### config.mk
export PLATFORM = sky130hd
export DESIGN_NAME = cp0_exception_unit
export DESIGN_NICKNAME = d
export VERILOG_FILES = /design/src/rtl/cp0_pkg.sv /design/src/rtl/cp0_timer.sv /design/src/rtl/cp0_exception_unit.sv
export SDC_FILE = /design/constraint.sdc
export NUM_CORES = 1
export LEC_CHECK = 0
export BUFFER_PORTS_ARGS = -buffer_cell sky130_fd_sc_hd__buf_4
export CAP_MARGIN = 20
export CORE_ASPECT_RATIO = 1.5
export CORE_MARGIN = 2
export CORE_UTILIZATION = 52
export CTS_CLUSTER_SIZE = 30
export DETAILED_ROUTE_END_ITERATION = 12
export PLACE_DENSITY = 0.94
export SLEW_MARGIN = 20
export SYNTH_ARGS = -nofsm -noshare
export SYNTH_HDL_FRONTEND = slang
export SYNTH_SLANG_ARGS = --single-unit
### constraint.sdc
create_clock -name i_clk -period 3.4 [get_ports i_clk]
set_clock_uncertainty 0.1 [all_clocks]
set_input_delay 0.51 -clock i_clk [delete_from_list [all_inputs] [get_ports i_clk]]
set_output_delay 0.51 -clock i_clk [all_outputs]
set_load 0.05 [all_outputs]
### src/rtl/cp0_pkg.sv
// Shared CP0 definitions: register numbers, exception codes, Status/Cause bit positions
// and the handler-mode enum used by the exception unit.
package cp0_pkg;

    localparam logic [4:0] CP0_REG_COUNT   = 5'd9;
    localparam logic [4:0] CP0_REG_COMPARE = 5'd11;
    localparam logic [4:0] CP0_REG_STATUS  = 5'd12;
    localparam logic [4:0] CP0_REG_CAUSE   = 5'd13;
    localparam logic [4:0] CP0_REG_EPC     = 5'd14;

    localparam logic [4:0] EXC_INT = 5'd0;
    localparam logic [4:0] EXC_RI  = 5'd10;
    localparam logic [4:0] EXC_OV  = 5'd12;

    localparam int ST_IE      = 0;
    localparam int ST_EXL     = 1;
    localparam int ST_IM_LSB  = 8;
    localparam int CA_EXC_LSB = 2;
    localparam int CA_IP_LSB  = 8;

    typedef enum logic {
        MODE_USER = 1'b0,
        MODE_EXC  = 1'b1
    } mode_e;

    // Reserved instruction outranks overflow; with neither it must be an interrupt.
    function automatic logic [4:0] exc_code(input logic ri, input logic ov);
        if (ri)      return EXC_RI;
        else if (ov) return EXC_OV;
        else         return EXC_INT;
    endfunction

endpackage

### src/rtl/cp0_timer.sv
// Count/Compare timer for CP0: Count free-runs every cycle, a Count==Compare match
// raises a sticky IP7 that only a Compare write clears.
module cp0_timer (
    input  logic        i_clk,
    input  logic        i_rst,
    input  logic        i_wr_count,
    input  logic        i_wr_compare,
    input  logic [31:0] i_wdata,
    output logic [31:0] o_count,
    output logic [31:0] o_compare,
    output logic        o_ip7
);

    logic [31:0] count_q,   count_d;
    logic [31:0] compare_q, compare_d;
    logic        ip7_q,     ip7_d;

    always_comb begin
        count_d   = i_wr_count ? i_wdata : count_q + 32'd1;
        compare_d = i_wr_compare ? i_wdata : compare_q;
        ip7_d     = i_wr_compare ? 1'b0 : (ip7_q | (count_q == compare_q));
    end

    always_ff @(posedge i_clk) begin
        if (i_rst) begin
            count_q   <= 32'd0;
            compare_q <= 32'hFFFF_FFFF;
            ip7_q     <= 1'b0;
        end else begin
            count_q   <= count_d;
            compare_q <= compare_d;
            ip7_q     <= ip7_d;
        end
    end

    assign o_count   = count_q;
    assign o_compare = compare_q;
    assign o_ip7     = ip7_q;

endmodule

### src/rtl/cp0_exception_unit.sv
// Coprocessor-0 exception unit: Status/Cause/EPC, exception/interrupt arbitration, ERET and mfc0/mtc0.
// Optional Count/Compare timer enabled by defining CP0_TIMER_EN (it then drives Cause.IP7).
module cp0_exception_unit
    import cp0_pkg::*;
#(
    parameter logic [31:0] HANDLER_ADDR = 32'h0000_0180,
    parameter logic [31:0] STATUS_RESET = 32'h0000_0000
) (
    input  logic        i_clk,
    input  logic        i_rst,
    input  logic        i_valid,
    input  logic [31:0] i_pc,
    input  logic        i_unknown_func,
    input  logic        i_arithmetic_overflow,
    input  logic        i_eret,
    input  logic        i_mfc0,
    input  logic        i_mtc0,
    input  logic [4:0]  i_cp0_addr,
    input  logic [31:0] i_wdata,
    input  logic [5:0]  i_irq,
    output logic        o_exception,
    output logic [31:0] o_vector,
    output logic [31:0] o_rdata,
    output logic        o_exl
);

    mode_e       mode_q,    mode_d;
    logic        ie_q,      ie_d;
    logic [7:0]  im_q,      im_d;
    logic [4:0]  exccode_q, exccode_d;
    logic [1:0]  ip_sw_q,   ip_sw_d;
    logic [4:0]  ip_hw_q,   ip_hw_d;
    logic [31:0] epc_q,     epc_d;

    logic        ip7;
    logic [7:0]  cause_ip;
    logic        fault_ri, fault_ov, sync_fault, int_take, take_exc;
    logic        do_eret, do_mtc0;
    logic [31:0] status_rd, cause_rd;

    // i_valid acts as the retire strobe: an instruction's flags are only honoured in the
    // cycle i_valid is high; there is no back-pressure, the unit accepts every retiring
    // instruction. With i_valid low only interrupt sampling (and the timer) move.
    always_comb begin
        fault_ri   = i_valid & i_unknown_func;
        fault_ov   = i_valid & i_arithmetic_overflow;
        sync_fault = fault_ri | fault_ov;
        int_take   = i_valid & ie_q & (mode_q == MODE_USER) & (|(cause_ip & im_q)) & ~sync_fault;
        take_exc   = sync_fault | int_take;
        do_eret    = i_valid & i_eret & ~take_exc;
        do_mtc0    = i_valid & i_mtc0 & ~take_exc;
    end

    always_comb begin
        mode_d    = mode_q;
        ie_d      = ie_q;
        im_d      = im_q;
        exccode_d = exccode_q;
        ip_sw_d   = ip_sw_q;
        ip_hw_d   = i_irq[4:0];
        epc_d     = epc_q;
        if (take_exc) begin
            mode_d    = MODE_EXC;
            exccode_d = exc_code(fault_ri, fault_ov);
            // A fault inside the handler must not lose the original return address.
            if (mode_q == MODE_USER) begin
                epc_d = i_pc;
            end
        end else begin
            if (do_eret) begin
                mode_d = MODE_USER;
            end
            if (do_mtc0) begin
                case (i_cp0_addr)
                    CP0_REG_STATUS: begin
                        ie_d   = i_wdata[ST_IE];
                        mode_d = i_wdata[ST_EXL] ? MODE_EXC : MODE_USER;
                        im_d   = i_wdata[ST_IM_LSB +: 8];
                    end
                    CP0_REG_CAUSE:  ip_sw_d = i_wdata[CA_IP_LSB +: 2];
                    CP0_REG_EPC:    epc_d   = i_wdata;
                    default:        ;
                endcase
            end
        end
    end

    always_ff @(posedge i_clk) begin
        if (i_rst) begin
            mode_q    <= STATUS_RESET[ST_EXL] ? MODE_EXC : MODE_USER;
            ie_q      <= STATUS_RESET[ST_IE];
            im_q      <= STATUS_RESET[ST_IM_LSB +: 8];
            exccode_q <= 5'd0;
            ip_sw_q   <= 2'd0;
            ip_hw_q   <= 5'd0;
            epc_q     <= 32'd0;
        end else begin
            mode_q    <= mode_d;
            ie_q      <= ie_d;
            im_q      <= im_d;
            exccode_q <= exccode_d;
            ip_sw_q   <= ip_sw_d;
            ip_hw_q   <= ip_hw_d;
            epc_q     <= epc_d;
        end
    end

`ifdef CP0_TIMER_EN
    logic [31:0] timer_count, timer_compare;
    logic        timer_ip7, wr_count, wr_compare;
    logic        unused_irq5;

    assign wr_count    = do_mtc0 & (i_cp0_addr == CP0_REG_COUNT);
    assign wr_compare  = do_mtc0 & (i_cp0_addr == CP0_REG_COMPARE);
    assign unused_irq5 = i_irq[5];

    cp0_timer u_timer (
        .i_clk        (i_clk),
        .i_rst        (i_rst),
        .i_wr_count   (wr_count),
        .i_wr_compare (wr_compare),
        .i_wdata      (i_wdata),
        .o_count      (timer_count),
        .o_compare    (timer_compare),
        .o_ip7        (timer_ip7)
    );

    assign ip7 = timer_ip7;
`else
    logic irq5_q, irq5_d;

    always_comb begin
        irq5_d = i_irq[5];
    end

    always_ff @(posedge i_clk) begin
        if (i_rst) begin
            irq5_q <= 1'b0;
        end else begin
            irq5_q <= irq5_d;
        end
    end

    assign ip7 = irq5_q;
`endif

    assign cause_ip  = {ip7, ip_hw_q, ip_sw_q};
    assign status_rd = {16'd0, im_q, 6'd0, (mode_q == MODE_EXC), ie_q};
    assign cause_rd  = {16'd0, cause_ip, 1'b0, exccode_q, 2'd0};

    always_comb begin
        o_rdata = 32'd0;
        case (i_cp0_addr)
            CP0_REG_STATUS:  o_rdata = status_rd;
            CP0_REG_CAUSE:   o_rdata = cause_rd;
            CP0_REG_EPC:     o_rdata = epc_q;
`ifdef CP0_TIMER_EN
            CP0_REG_COUNT:   o_rdata = timer_count;
            CP0_REG_COMPARE: o_rdata = timer_compare;
`endif
            default:         o_rdata = 32'd0;
        endcase
    end

    assign o_exception = take_exc & ~i_rst;
    assign o_vector    = i_rst ? 32'd0 : (take_exc ? HANDLER_ADDR : epc_q);
    assign o_exl       = ~i_rst & (mode_q == MODE_EXC);

endmodule
After elaboration in Yosys (flattened, before gate mapping)
Index checks and enable logic that the tools add are counted.

word-level totals
  register bits = 55
  bits of input ports = 83
  output and inout port bits = 66
  logic and storage cells = 51

cells by class
  eq/ne operators = 4
  multiplexer cells = 14
  bitwise operators = 19
  reductions and logical operators = 6

operators with widths
  operator                                                               count
  32-bit two-way mux                                                     6
  32-bit case mux with 3 select lines                                    1
  5-bit by 4-bit equality test with 1-bit output, second input constant  3
  1-bit bitwise AND                                                      12
  3-bit AND reduction                                                    3
  8-bit bitwise AND                                                      1
  4-bit two-way mux                                                      2
  8-bit OR reduction                                                     1
  1-bit two-way mux                                                      5
  1-bit inverter                                                         4
  2-bit nonzero test                                                     2
  2-bit inequality test, second input constant                           1
  1-bit bitwise OR                                                       2

Longest topological paths before layout
Gate-level depths: netlist of the first run.

  depth after elaboration = 11
  mapped depth = 7
  depth with buffers taken out = 4

Least setup slack after synthesis of the first run
Ideal clock, no wire load.

  path type = input-to-output
  from = in i_valid
  to = out o_vector[7]
  arrival time = 2.050 ns
  data required time = 2.790 ns
  setup slack = 0.740 ns
  stages = 7
  path buffers = 3
  cell sequence = buf_6 nor2b_4 and2_4 buf_6 buf_6 a21oi_1 a21oi_1

on the way
  word-level cells in the longest chain between the ends = 7
  elaborated cells between the ends (all ways) = 11
  those cells by class = mux: 2; bitwise: 9

ends and longest elaborated chain
  item                                                   RTL line                                                                      source
  start: declaration                                     cp0_exception_unit.sv:11                                                      input logic i_valid,
  1-bit bitwise AND (on tied branches)                   cp0_exception_unit.sv:48, cp0_exception_unit.sv:45, cp0_exception_unit.sv:46
  1-bit bitwise AND or 1-bit bitwise OR (tied branches)  cp0_exception_unit.sv:48, cp0_exception_unit.sv:47
  1-bit bitwise AND or 1-bit inverter (tied branches)    cp0_exception_unit.sv:48                                                      int_take = i_valid & ie_q & (mode_q == MODE_USER) & (|(cause_ip & im_q)) & ~sync_fault;
  1-bit bitwise AND                                      cp0_exception_unit.sv:48
  1-bit bitwise OR *                                     cp0_exception_unit.sv:49                                                      take_exc = sync_fault | int_take;
  32-bit two-way mux * (2 in a row)                      cp0_exception_unit.sv:166                                                     assign o_vector = i_rst ? 32'd0 : (take_exc ? HANDLER_ADDR : epc_q);
  end: declaration                                       cp0_exception_unit.sv:22                                                      output logic [31:0] o_vector,

Every way passes the cells marked *; elsewhere a longest branch is shown, timed or not.

Final worst setup path of the first run
  from = reg ip_hw_q[1]
  to = out o_vector[30]

on the way
  word-level cells in the longest chain between the ends = 7

ends and longest elaborated chain
  item                             RTL line                   source
  start: declaration               cp0_exception_unit.sv:32   logic [4:0] ip_hw_q, ip_hw_d;
  start signal: assignment         cp0_exception_unit.sv:103  ip_hw_q <= ip_hw_d;
  8-bit bitwise AND                cp0_exception_unit.sv:48
  8-bit OR reduction               cp0_exception_unit.sv:48
  1-bit bitwise AND (2 in a row)   cp0_exception_unit.sv:48
  1-bit bitwise OR                 cp0_exception_unit.sv:49
  32-bit two-way mux (2 in a row)  cp0_exception_unit.sv:166

Every way passes these cells.

==> results of run 1 <==
registers in the layout (all words and copies together), names as in the netlist:
register	flops
epc_q	32
im_q	8
ip_hw_q	5
ip7	1
mode_q	1
exccode_q	3
ip_sw_q	2
ie_q	1
worst max-delay path, delay by kind of cell, from the launching register on:
family                 cells  cell delay (ns)
flip-flops                 1             0.33
buffers and inverters      3             0.68
AO/OA/AOI/OAI              2             0.44
AND/OR/NAND/NOR            2             0.32
worst max-delay path by stage:
stage	start	slack (ns)	endpoint	depth (start not counted)
after global placement	i_valid	0.85	o_vector[0]	7
after global routing	ip_hw_q[1]$_SDFF_PP0_	0.60	o_vector[30]	7
final	ip_hw_q[1]$_SDFF_PP0_	0.71	o_vector[30]	7
after CTS	ip_hw_q[1]$_SDFF_PP0_	0.70	o_vector[30]	7
after floorplan	i_valid	0.74	o_vector[7]	7
after detailed placement	i_valid	0.79	o_vector[30]	7
layer usage:
layer | routed length [microns] | global-route usage (%) | vias up
met5 | 0 | 0 | -
met4 | 431 | 14.8 | 0
met3 | 637 | 3.88 | 30
met2 | 5770 | 49.1 | 177
met1 | 3890 | 31.2 | 1706
li1 | - | - | 1706
Yosys cell counts (2+ instances only):
cell	number
clkbuf_2	3
a21oi_1	5
nand2_1	12
buf_6	8
buf_4	6
and2_1	31
clkbuf_1	11
a2111oi_2	2
nor2b_1	9
a22o_1	5
a2111oi_1	31
inv_1	35
nor2_1	5
a211oi_1	32
dfxtp_1	53
o211ai_1	3
and3_1	19
buf_2	14
a22oi_2	4
dlymetal6s2s_1	2
nand2b_1	19
nand4_1	2
mux2i_1	19
nand3_1	2
a2111oi_0	31
o21ai_0	11
power groups by stage:
stage / Combinational, mW / Sequential [mW] / Clock (mW)
after detailed placement: 0.337 / 0.701 / 0
after CTS: 0.338 / 0.688 / 0.371
after global routing: 0.360 / 0.693 / 0.398
final: 0.339 / 0.689 / 0.364
after global placement: 0.328 / 0.699 / 0
after floorplan: 0.207 / 0.691 / 0
kinds of logic (layout without fill, tap and decap cells):
| logic type | after synthesis | count (layout) | share of synthesized area (%) |
|---|---|---|---|
| AO/OA/AOI/OAI | 129 | 129 | 31.9 |
| buffers and inverters | 81 | 200 | 12.8 |
| flip-flops | 53 | 53 | 30.6 |
| multiplexers | 19 | 19 | 5.48 |
| AND/OR/NAND/NOR | 108 | 108 | 19.3 |
through the flow:
step	utilization (%)	power, mW
5_1_grt	69.9	1.45
2_1_floorplan	-	0.898
6_report	69.9	1.39
3_5_place_dp	68.5	1.04
4_1_cts	69.9	1.40
3_3_place_gp	68.5	1.03
area by class of cell:
type	instances	area [sq um]	area share, %
Multi-Input combinational cell	256	1970	43.4
Timing Repair Buffer	158	1190	26.2
Sequential cell	53	1060	23.4
Inverter	35	131	2.90
Tap cell	76	95.1	2.10
Clock buffer	6	82.6	1.82
Clock inverter	1	7.51	0.166
==> flow_summary.toml, run 1 <==
[synth]
synth_area_sq_um = 3470
synth_edf_count = 0
async_flop_share_pct = 0
yosysWarnings = 0
synth_area_leaders = "dfxtp_1, a2111oi_1, a2111oi_0"
netlist.area_leader.share_pct = 30.6
syn_inst = 390
synth.distinct_cells = 42
ys_seq_area_share_pct = 30.6
synth_top_area_cell = "dfxtp_1"
synthFlopType = "dfxtp_1"
synthesis.nets = 473
post_synth.cell_area_avg_sq_um = 8.90
synth-seq-cells = 53

[placed_design]
numPortBuffers = 147
finalWeightedCongestion = 0.813
dp_hpwl_microns = 7640
place_ws_ns = 0.786
dpl_cell_area_sq_um = 4440
placed_cells = 578

[clock_tree]
clock_latency_ns = 0.30
cts_max_level = 2
clkTransAtPathRegs_ns = 0.09
clockBufferDepth = 2
cts_tree = "yes"
cts_setup_buffers = 0
ctsRootBufferMaster = "clkbuf_8"
hold_buffers = 0
postCtsResizedCells = 0
cts_num_sinks = 53
cts-buffers-inserted = 5

[power]
power_density_nw_per_um2 = 307
ir_drop_mv = 0.271
switchingPower_uw = 420
pwr-share-seq_pct = 49.5
p_clk_share_pct = 26.1
intPower_uw = 971
leakagePower_nw = 2.00
switching_share_pct = 30.2
p_comb_share_pct = 24.4

[global_routing]
grt_pass1_vias = 3617
grt_usage_pct = 27.7
grt_pass1_wl_microns = 16800
grt_max_degree = 67
antenna_found_initial = 0
gr-total-overflow = 0

[route]
viasPerCell = 6.19
first_iter_violations = 235
via_count = 3619
drc_errors = 0
dr.pass1.iters = 4
ant_nets = 0
wl_per_cell_microns = 18.3
drt-total-wl_microns = 10700

[sta]
report.final.slew_viol_count = 0
fmax_mhz = 371
fin_tns_setup_ns = 0
period_minus_slack_ns = 2.69
tightestPinTransition_ns = 1.01
hold_viol_final = 0
fin_crit_sh_pct = 79.2
holdWs_ns = 0.314
setup_viol = 0
grt_setup_unrepaired = "no"
slew_headroom_pct = 32.5
layout_setup_ws_ns = 0.706

[critical_path]
cp_slowest_stage_delay_ns = 0.33
worstPathCellList = "a22oi_2, nand4_1, buf_4, a211oi_2, buf_4, and2_1, buf_4"
critPathMaxFanout = 21
cp_common_cell = "buf_4"
worstPathRequired_ns = 2.79
r2r-end = "epc_q[7]$_SDFFE_PP0P_"
worst_path_max_delay_cell = "dfxtp_1"
endpoint_kind = "primary output"
crit_type = "flip-flop to primary output"
cp-start-kind = "flip-flop"
ff2ff_setup_slack_ns = 1.18
rr_worst_depth = 5
cp.arrival_ns = 2.08
timing.rr.start = "mode_q$_SDFF_PP0_"

[floorplanning]
fp.dieH_microns = 104
ios = 149
rows = 36
die_w_microns = 70.7
die_area_sq_um = 7360
start_util_pct = 53.5
coreArea_sq_um = 6490

[final_layout]
fill_cells = 521
n_antenna_cell = 0
final_common_cell = "buf_4"
syn2layout_area_growth_pct = 30.6
nets = 592
drive_above_1_share_pct = 35.0
stdcell_area_sq_um = 4530
layout_common_cells = "buf_4, dfxtp_1, inv_1, a211oi_1"
finalNonFillerCells = 585

[worst_hold_path]
whs_path_depth = 2
hp-class = "primary input to flip-flop"
min_from = "i_irq[5]"
worstHoldEndpoint = "ip7$_SDFF_PP0_"

[run]
maxCapViolCount = 0

[run_status]
status = "finished clean"
Note: power is estimated with default switching activity, not from simulation.
==> inputs of run 2 (changes only) <==
CORE_UTILIZATION = 48   (was 52)
PLACE_DENSITY = 0.88   (was 0.94)
clock period = 2.5 ns   (was 3.4 ns; I/O delays follow)
==> flow_summary.toml, run 2 (synthesized netlist as in run 1, its figures left out) <==
[final_layout]
final_util_pct = 65.6
final_common_cell = "buf_4"
regArea_sq_um = 1060
largest_register_ffs = 32
reg.largest.list = "epc_q (32), im_q (8), ip_hw_q (5)"
layout_common_cells = "buf_4, dfxtp_1, inv_1, a211oi_1"
syn2layout_area_growth_pct = 34.8
n_antenna_cell = 0
top_register = "epc_q"
multi_input_area_sq_um = 1980
drive_above_1_share_pct = 35.7
fill_cells = 598
nets = 597

[critical_path]
cp.arrival_ns = 1.92
cp_slowest_stage_delay_ns = 0.34
critPathMaxFanout = 20
cp_common_cell = "buf_6"
cp-start-kind = "flip-flop"
endpoint_kind = "primary output"
worst_path_max_delay_cell = "dfxtp_1"
worstPathRequired_ns = 2.03
crit_type = "flip-flop to primary output"
worstPathCellList = "a22oi_2, nand4_1, a211oi_4, buf_6, and2_1, buf_6"
ff2ff_setup_slack_ns = 0.41

[run_status]
status = "finished clean"

[sta]
setup_viol = 0
fmax_mhz = 418
tightestPinTransition_ns = 0.982
period_minus_slack_ns = 2.39
report.final.slew_viol_count = 0
grt_setup_unrepaired = "yes"
hold_viol_final = 0
fin_crit_sh_pct = 95.7
slew_headroom_pct = 34.5
holdWs_ns = 0.168

[floorplanning]
die_area_sq_um = 7940
ios = 149
die_w_microns = 73.4
start_util_pct = 48.7
fp.dieH_microns = 108
rows = 38
coreArea_sq_um = 7130

[placed_design]
numPortBuffers = 147
finalWeightedCongestion = 0.819
dp_hpwl_microns = 7450

[global_routing]
grt_max_degree = 67
grt_pass1_vias = 3355
gr-total-overflow = 0
grt_pass1_wl_microns = 15800
antenna_found_initial = 0
grt_usage_pct = 24.9

[clock_tree]
cts-buffers-inserted = 5
clkTransAtPathRegs_ns = 0.10
ctsRootBufferMaster = "clkbuf_8"
cts_num_sinks = 53
cts_tree = "yes"
clock_latency_ns = 0.31
clockBufferDepth = 2
hold_buffers = 0
cts_max_level = 2

[route]
drt-total-wl_microns = 10500
dr.pass1.iters = 4
ant_nets = 0
via_count = 3581
first_iter_violations = 218
wl_per_cell_microns = 17.6
viasPerCell = 6.02
drc_errors = 0

[run]
maxCapViolCount = 0

[power]
power_density_nw_per_um2 = 410
ir_drop_mv = 0.350
leakagePower_nw = 2.04

[worst_hold_path]
hp-class = "primary input to flip-flop"
## run 2: changes by cell type in the layout (fill, tap and decap cells not counted), sizes merged
cell / before / now
clkbuf: 6 / 5
clkinvlp: 1 / 2
inv: 35 / 36
buf: 158 / 163
## run 2: worst max-delay path: cells and delay by family, from the launching register on
kind / cells / cell delay (ns)
compound gates: 2 / 0.50
buf+inv: 2 / 0.36
simple gates: 2 / 0.40
flops: 1 / 0.34
## run 2: final timing paths
kind / endpoint / startpoint / depth (start not counted)
max: o_vector[2] / ip_hw_q[1]$_SDFF_PP0_ / 6
min: ip_hw_q[0]$_SDFF_PP0_ / i_irq[0] / 2
max reg2reg: epc_q[22]$_SDFFE_PP0P_ / ip_hw_q[1]$_SDFF_PP0_ / 6
min reg2reg: exccode_q[3]$_SDFFE_PP0N_ / exccode_q[3]$_SDFFE_PP0N_ / 2
## run 2: repair_timing
item,4_1_cts,5_1_grt
pin swaps,1,1
buffers inserted,1,0
setup endpoints to repair,3,24
resized for setup,0,19
## run 2: area by class of cell
type	count	share of cell area [%]
Clock buffer	5	1.47
Tap cell	80	2.14
Clock inverter	3	0.562
Sequential cell	53	22.7
Timing Repair Buffer	163	28.0
Inverter	35	2.81
Multi-Input combinational cell	256	42.4
## run 2: metal layers
| layer | GRT usage (%) | share of wire (%) | vias to the layer above |
|---|---|---|---|
| met5 | 0 | 0 | - |
| met4 | 11.6 | 3.5 | 0 |
| met3 | 2.42 | 4.8 | 36 |
| met2 | 44.9 | 53 | 146 |
| met1 | 28.8 | 38 | 1690 |
| li1 | - | - | 1709 |
## run 2: metrics by stage
stage | instance area, sq um | power, mW | TNS, ns | worst slack [ns] | instances
after CTS | 4610 | 1.92 | 0 | 0.0352 | 595
after detailed placement | 4500 | 1.42 | 0 | 0.0990 | 586
after global routing | 4680 | 1.99 | -0.179 | -0.0283 | 595
after global placement | 4500 | 1.40 | 0 | 0.169 | 586
final | 4680 | 1.92 | 0 | 0.106 | 595
after floorplan | 3470 | 1.22 | 0 | 0.110 | 390
## run 2: report_power, final
| part | switching (mW) | internal (mW) | total [mW] |
|---|---|---|---|
| sequential | 0.0376 | 0.898 | 0.935 |
| combinational | 0.258 | 0.215 | 0.473 |
| clock | 0.306 | 0.204 | 0.510 |
| total | 0.601 | 1.32 | 1.92 |
